$ cat config.mk
export PLATFORM = sky130hd
export DESIGN_NAME = bcd2bin
export DESIGN_NICKNAME = d
export VERILOG_FILES = /design/src/rtl/bcd2bin.sv
export SDC_FILE = /design/constraint.sdc
export NUM_CORES = 1
export LEC_CHECK = 0
export CAP_MARGIN = 10
export CORE_MARGIN = 2
export CORE_UTILIZATION = 45
export CTS_CLUSTER_DIAMETER = 100
export CTS_CLUSTER_SIZE = 25
export DETAILED_ROUTE_END_ITERATION = 8
export PLACE_DENSITY = 0.65
export SYNTH_ARGS = -nofsm -noshare
export SYNTH_HDL_FRONTEND = slang
export SYNTH_SLANG_ARGS = --single-unit
$ cat constraint.sdc
create_clock -name clk -period 3.8 [get_ports clk]
set_input_delay 0.38 -clock clk [delete_from_list [all_inputs] [get_ports clk]]
set_output_delay 0.38 -clock clk [all_outputs]
set_load 0.01 [all_outputs]
$ cat src/rtl/bcd2bin.sv
// Sequential BCD-to-binary converter using reverse double-dabble, one bit per clock.
// Shares the start/ready/done_tick handshake with the binary-to-BCD encoder.
module bcd2bin #(
  parameter int unsigned D = 4,
  parameter int unsigned W = 14
) (
  input  logic           clk,
  input  logic           reset,
  input  logic           start,
  input  logic [4*D-1:0] bcd,
  output logic [W-1:0]   bin,
  output logic           done_tick,
  output logic           ready,
  output logic           err_digit,
  output logic           overflow
);

  localparam int unsigned BW = 4 * D;
  localparam int unsigned CW = $clog2(BW + 1);
  localparam logic [CW-1:0] LAST_CNT = CW'(BW - 1);

  typedef enum logic [1:0] {
    S_IDLE,
    S_SHIFT,
    S_DONE
  } state_t;

  state_t          r_state;
  state_t          w_state_nxt;
  logic [BW-1:0]   r_digits;
  logic [BW-1:0]   w_digits_nxt;
  logic [BW-1:0]   r_acc;
  logic [BW-1:0]   w_acc_nxt;
  logic [CW-1:0]   r_cnt;
  logic [CW-1:0]   w_cnt_nxt;
  logic            r_invalid;
  logic            w_invalid_nxt;
  logic [W-1:0]    r_bin;
  logic [W-1:0]    w_bin_nxt;
  logic            r_done;
  logic            w_done_nxt;
  logic            r_ready;
  logic            w_ready_nxt;
  logic            r_err;
  logic            w_err_nxt;
  logic            r_ovf;
  logic            w_ovf_nxt;

  logic [2*BW-1:0] w_shifted;
  logic [BW-1:0]   w_digits_adj;
  logic            w_bad;
  logic [W-1:0]    w_bin_val;
  logic            w_hi_nz;

  // One reverse double-dabble step: shift right, then correct each digit >= 8.
  assign w_shifted = {r_digits, r_acc} >> 1;

  always_comb begin
    w_digits_adj = w_shifted[2*BW-1:BW];
    for (int k = 0; k < int'(D); k++) begin
      if (w_shifted[BW + 4*k +: 4] >= 4'd8) begin
        w_digits_adj[4*k +: 4] = w_shifted[BW + 4*k +: 4] - 4'd3;
      end
    end
  end

  always_comb begin
    w_bad = 1'b0;
    for (int k = 0; k < int'(D); k++) begin
      if (bcd[4*k +: 4] > 4'd9) begin
        w_bad = 1'b1;
      end
    end
  end

  // Result truncation; a wide output can never overflow.
  generate
    if (W >= BW) begin : g_wide
      assign w_bin_val = W'(r_acc);
      assign w_hi_nz   = 1'b0;
    end else begin : g_narrow
      assign w_bin_val = r_acc[W-1:0];
      assign w_hi_nz   = |r_acc[BW-1:W];
    end
  endgenerate

  always_ff @(posedge clk or negedge reset) begin
    if (!reset) begin
      r_state   <= S_IDLE;
      r_digits  <= '0;
      r_acc     <= '0;
      r_cnt     <= '0;
      r_invalid <= 1'b0;
      r_bin     <= '0;
      r_done    <= 1'b0;
      r_ready   <= 1'b1;
      r_err     <= 1'b0;
      r_ovf     <= 1'b0;
    end else begin
      r_state   <= w_state_nxt;
      r_digits  <= w_digits_nxt;
      r_acc     <= w_acc_nxt;
      r_cnt     <= w_cnt_nxt;
      r_invalid <= w_invalid_nxt;
      r_bin     <= w_bin_nxt;
      r_done    <= w_done_nxt;
      r_ready   <= w_ready_nxt;
      r_err     <= w_err_nxt;
      r_ovf     <= w_ovf_nxt;
    end
  end

  always_comb begin
    w_state_nxt   = r_state;
    w_digits_nxt  = r_digits;
    w_acc_nxt     = r_acc;
    w_cnt_nxt     = r_cnt;
    w_invalid_nxt = r_invalid;
    w_bin_nxt     = r_bin;
    w_done_nxt    = 1'b0;
    w_ready_nxt   = r_ready;
    w_err_nxt     = r_err;
    w_ovf_nxt     = r_ovf;

    case (r_state)
      S_IDLE: begin
        if (start) begin
          w_state_nxt   = S_SHIFT;
          w_digits_nxt  = bcd;
          w_acc_nxt     = '0;
          w_cnt_nxt     = '0;
          w_invalid_nxt = w_bad;
          w_ready_nxt   = 1'b0;
        end
      end
      S_SHIFT: begin
        w_digits_nxt = w_digits_adj;
        w_acc_nxt    = w_shifted[BW-1:0];
        w_cnt_nxt    = r_cnt + CW'(1);
        if (r_cnt == LAST_CNT) begin
          w_state_nxt = S_DONE;
        end
      end
      S_DONE: begin
        w_state_nxt = S_IDLE;
        w_done_nxt  = 1'b1;
        w_ready_nxt = 1'b1;
        if (r_invalid) begin
          w_bin_nxt = '0;
          w_err_nxt = 1'b1;
          w_ovf_nxt = 1'b0;
        end else begin
          w_bin_nxt = w_bin_val;
          w_err_nxt = 1'b0;
          w_ovf_nxt = w_hi_nz;
        end
      end
      default: begin
        w_state_nxt = S_IDLE;
      end
    endcase
  end

  assign bin       = r_bin;
  assign done_tick = r_done;
  assign ready     = r_ready;
  assign err_digit = r_err;
  assign overflow  = r_ovf;

endmodule
[After elaboration in Yosys (flattened, before gate mapping)]
Index checks and enable logic that the tools add are counted.
Word-level totals
  register bits after elaboration: 58
  input bits: 19
  output and inout bits: 18
Operators by class
  add/subtract/negate cells: 5
  order comparisons: 8
  equal/unequal tests: 5
  mux-type cells: 23
  reduce and logical (&&, ||, !) cells: 8
Operators with widths (number)
  $pmux 16 s2: 2
  $mux 16: 2
  $gt 4x4->1 const B: 4
  $mux 4: 4
  $mux 14: 1
  $ge 4x4->1 const B: 3
  $sub 4x2->4 const B: 3
  $pmux 5 s2: 1
  $mux 1: 8
  $reduce_and 2->1: 4
  $add 5x1->5 const B: 1
  $eq 5x4->1 const B: 1
  $mux 5: 1
  $ge 3x4->1 const B: 1
  $mux 2: 2
  $ne 2x2->1 const B: 2
  $pmux 2 s2: 1
  $reduce_bool 2->1: 2
  $sub 3x2->4 const B: 1
  $eq 2x1->1 const B: 1
  $eq 2x2->1 const B: 1
  $logic_not 2->1: 1
  $pmux 1 s2: 1
  $reduce_or 2->1: 1

[Longest topological paths before layout]
  depth in word-level cells: 5
  depth in mapped cells: 6

[Least setup slack after synthesis]
OpenSTA, ideal clock, no wires.
  path kind: register -> register
  start point: register r_cnt[0]
  end point: register r_state[0]
  arrival: 1178 ps
  data required time: 3723 ps
  path slack: 2545 ps
  cell stages (with the launch flop): 6
  cell sequence: dfrtp_1 -> ha_1 -> and3_1 -> ha_1 -> nand2b_1 -> a21oi_1
On the way
  word-level cells in the longest chain between the ends: 3
RTL lines
  start, declared: RTL line 34  | logic [CW-1:0] r_cnt;
  start signal, assigned: RTL line 103  | r_cnt <= w_cnt_nxt;
  $eq 5x4->1: RTL line 140  | if (r_cnt == LAST_CNT) begin
  $ne 2x2->1 (no source line)
  $reduce_and 2->1 (no source line)
  end signal, assigned: RTL line 100  | r_state <= w_state_nxt;
  end, declared: RTL line 28  | state_t r_state;
No other way between the ends.
A chain may end at the register's enable or synchronous reset.

[Final worst setup path]
  start point: register r_state[1]
  end point: register r_acc[0]
On the way
  word-level cells in the longest chain between the ends: 3
RTL lines
  $eq 2x1->1 / $logic_not 2->1 (equally long branches): RTL line 125  | case (r_state)
  $reduce_bool 2->1 (no source line) / $ne 2x2->1 (equally long branches)
  $reduce_and 2->1 (no source line)
  end signal, assigned: RTL line 102  | r_acc <= w_acc_nxt;
  end, declared: RTL line 32  | logic [BW-1:0] r_acc;
Parallel ways exist; a longest one is shown, timed or not.

==> summary.md <==
| Metric | Value |
|---|---|
| Status | finished, final reports clean |
| Area of the multi-input gates | around 1200 µm² |
| CP Class | register to register |
| Wire length after detailed routing | a little over 5000 µm |
| Final number of max-transition violations | 0 |
| Worst-Margin Slew | 1.16 ns |
| Vias/cell | about 5.2 |
| TritonCTS clock tree | yes |
| DRC viols | 0 |
| Final worst path period need | between 2 and 2.5 ns |
| Area growth from synthesis to layout | 18.8% |
| IO buf count | 36 |
| Number of register bits inferred by synthesis | between 50 and 60 |
| Worst-path maximum fanout | 26 |
| Number of instances in the synthesized netlist | 258 |
| Clock buffer depth | 2 |
| Max-slew headroom | 22.4% |
| Hold Vio Cnt, Final | 0 |
| Final setup fails | 0 |
| Half-perimeter wire length after detailed placement | 3390 µm |
| Initial standard-cell utilization of the core | a little under half |
| Overall die area | 6910 µm² |
| Warning count from the yosys run | 0 |
| Worst Path Arrival | ~2.4 ns |
| Most frequent cells in the layout | dfrtp_1 (57), clkdlybuf4s50_1 (35), nand2_1 (23) |
| Sequential share of the synthesized area | 51.6% |
| Overflow left after global routing | 0 |
| Max-capacitance violation count | 0 |
| Most frequent standard cell in the layout excluding fill and tap cells | dfrtp_1 |
| Sw frac | around a third |
| Post-CTS Hold Fix Bufs | 0 |
| Total power divided by cell area | 694 nW/µm² |
| Static power due to leakage | 1.47 nW |
| Area of all placed cells without fillers | about 3300 µm² |
| Number of placement rows | 28 |
| Mapped Avg Cell Area | 10.9 µm² |
| Async set or reset register ratio after synthesis | between 90% and 100% |
| Num Clock Sinks | 58 |
| Global Route Usage Sum | ~16% |
| Number of unique standard cell types used by synthesis | 33 |
| Maximum level of the CTS H-tree | 3 |
| Total iterations of the first detailed-routing run | 4 |
| Total CTS buffers | 9 |
| Area leader, netlist | dfrtp_1 |
| Area share of the leading cell type in the synthesized netlist | between 50% and 60% |
| Later-pin clock latency in the skew report | about 0.34 ns |
| Clock transition time at the flip-flop clock pins of the worst setup and hold paths | around 0.07 ns |
| Logic pwr share | roughly a third |
| Net Switching | roughly 0.0008 W |
| Via count | a little under 2000 |
| Clock network fraction of design power | approximately 25% |
| Pin count of the biggest net entering global routing | 47 |
| Slowest library cell on the worst path | nor2b_1 |
| Required time of the critical path | around 4 ns |
| Post-Route Hold Slack | 0.216 ns |
| Critical path, cell by cell | nor2b_1 > a22o_1 |
| Dominant cells by area after synthesis | dfrtp_1 (51%), a22o_1 (5.9%), nand2b_1 (3.8%), ha_1 (3.6%), nor3b_2 (3.1%) |
| Most frequently used flop master after synthesis | dfrtp_1 |
| Crit path launch type | register |
| Peak clock frequency supported by timing | roughly 470 MHz |
| Antenna diode instance count | 0 |
| Internal power contribution | approximately 0.0015 W |
| Mapped cell area | approximately 2800 µm² |
| Std-Cell Core Area | between 5000 and 6000 µm² |
| Clock tree root driver cell | clkbuf_8 |
| Period Utilization, post-route | between 50% and 60% |
| Number of primary I/O pins | 37 |
| Largest incremental delay on the critical path | roughly 1.1 ns |
| Number of buffers added for setup after CTS | 0 |
| Worst ir drop on vdd | about 0.00036 V |
| Aggregate negative setup slack | 0 ns |
| Worst min path class | input pin to async pin |
| Sequential share of power | ~44% |
| RSZ-0062 raised after global routing | false |
| Total power consumption of the routed design | approximately 0.0023 W |
| Flop-to-flop setup slack | 1.69 ns |
| RD Place Congestion | about 0.75 |
| Final Net Count | ~320 |
| Initial DRC count | 109 |
| Number of nets with antenna violations after routing | 0 |
| Area occupied by registers | between 1000 and 1500 µm² |
| Initial antenna violation count | 0 |
| Net count after synthesis | roughly 290 |
| FILL cells | 560 |
| Number of cells upsized or downsized after cts | 0 |
| First-pass GRT wire length | a little under 9000 µm |
| Placement-stage cell area | 3140 µm² |
| Share of post-route cells with drive strength above 1 | about 11% |
| Vias in the first global route | between 1500 and 2000 |
| Largest clock skew in the final design | approximately 0.0066 ns |
| Number of synthesized flops with an enable pin | 0 |
| Detailed-route wire length per cell | about 14 µm |
| Die W | approximately 83 µm |
| Die Height | approximately 83 µm |
| Endpoint type of the worst setup path | register |
-- stage by stage --
step / std cells / setup slack [ns] / util [%]
2_1_floorplan: 258 / 2.54 / -
3_3_place_gp: 354 / 1.62 / 52.5
3_5_place_dp: 354 / 1.58 / 52.5
4_1_cts: 370 / 1.67 / 55.9
5_1_grt: 370 / 1.54 / 55.9
6_report: 370 / 1.69 / 55.9
-- metal layers --
metal / global-route usage [%] / part of all wire, %
met2: 25.0 / 46
met3: 5.47 / 4.4
met1: 20.8 / 50
met5: 0 / 0
met4: 5.81 / 0.49
-- cell usage after synthesis (all sizes together) (7+ instances only) --
library cell  count
o22a              9
a22o             19
o21ai            26
inv               9
dfrtp            57
nor3b             7
nor2b             8
a21oi            17
buf              17
nand2            23
nor2             10
ha                8
nand2b           17
-- cells by family after synthesis --
logic type | share of synthesized area (%)
buf+inv | 6.39
fa+ha+maj | 3.55
simple gates | 15.7
compound gates | 18.7
flops | 51.6
mux | 2.26
xor+xnor | 1.86
-- worst max-delay path, delay by kind of cell (launching register included) --
| family | cells | cell delay [ns] |
|---|---|---|
| AND/OR/NAND/NOR | 1 | 1.06 |
| flip-flops | 1 | 0.74 |
| AO/OA/AOI/OAI | 1 | 0.25 |
-- state kept, by name (all words and copies together) (netlist names) --
signal	cells
done_tick	1
r_state	2
r_acc	16
r_invalid	1
bin	14
r_cnt	5
overflow	1
err_digit	1
r_digits	16
ready	1
-- path summary, 6_finish.rpt --
path / startpoint / endpoint / cells past startpoint
setup / recovery: r_state[1] / r_acc[0] / 2
hold / removal: reset / bin[1] / 1
setup reg to reg: r_state[1] / r_acc[0] / 2
hold reg to reg: ready / ready / 2
max in group asynchronous: reset / ready / 2
min in group clk: ready / ready / 2
-- area by class of cell --
class | count | share of cell area, %
clock buffer | 10 | 4.11
clock inverter | 6 | 1.98
inverter | 9 | 1.01
multi-input combinational | 173 | 35.4
sequential | 58 | 43.4
tap | 75 | 2.80
timing repair buffer | 39 | 11.3
-- power by group through the flow --
stage / Combinational, W / Clock (W) / Sequential, W
after global placement: 0.000722 / 0 / 0.00102
after CTS: 0.000752 / 0.000591 / 0.00101
after detailed placement: 0.000752 / 0 / 0.00102
after global routing: 0.000835 / 0.000619 / 0.00105
after floorplan: 0.000686 / 0 / 0.000946
final: 0.000737 / 0.000575 / 0.00101
No activity file was read; power rests on OpenSTA's default activity.
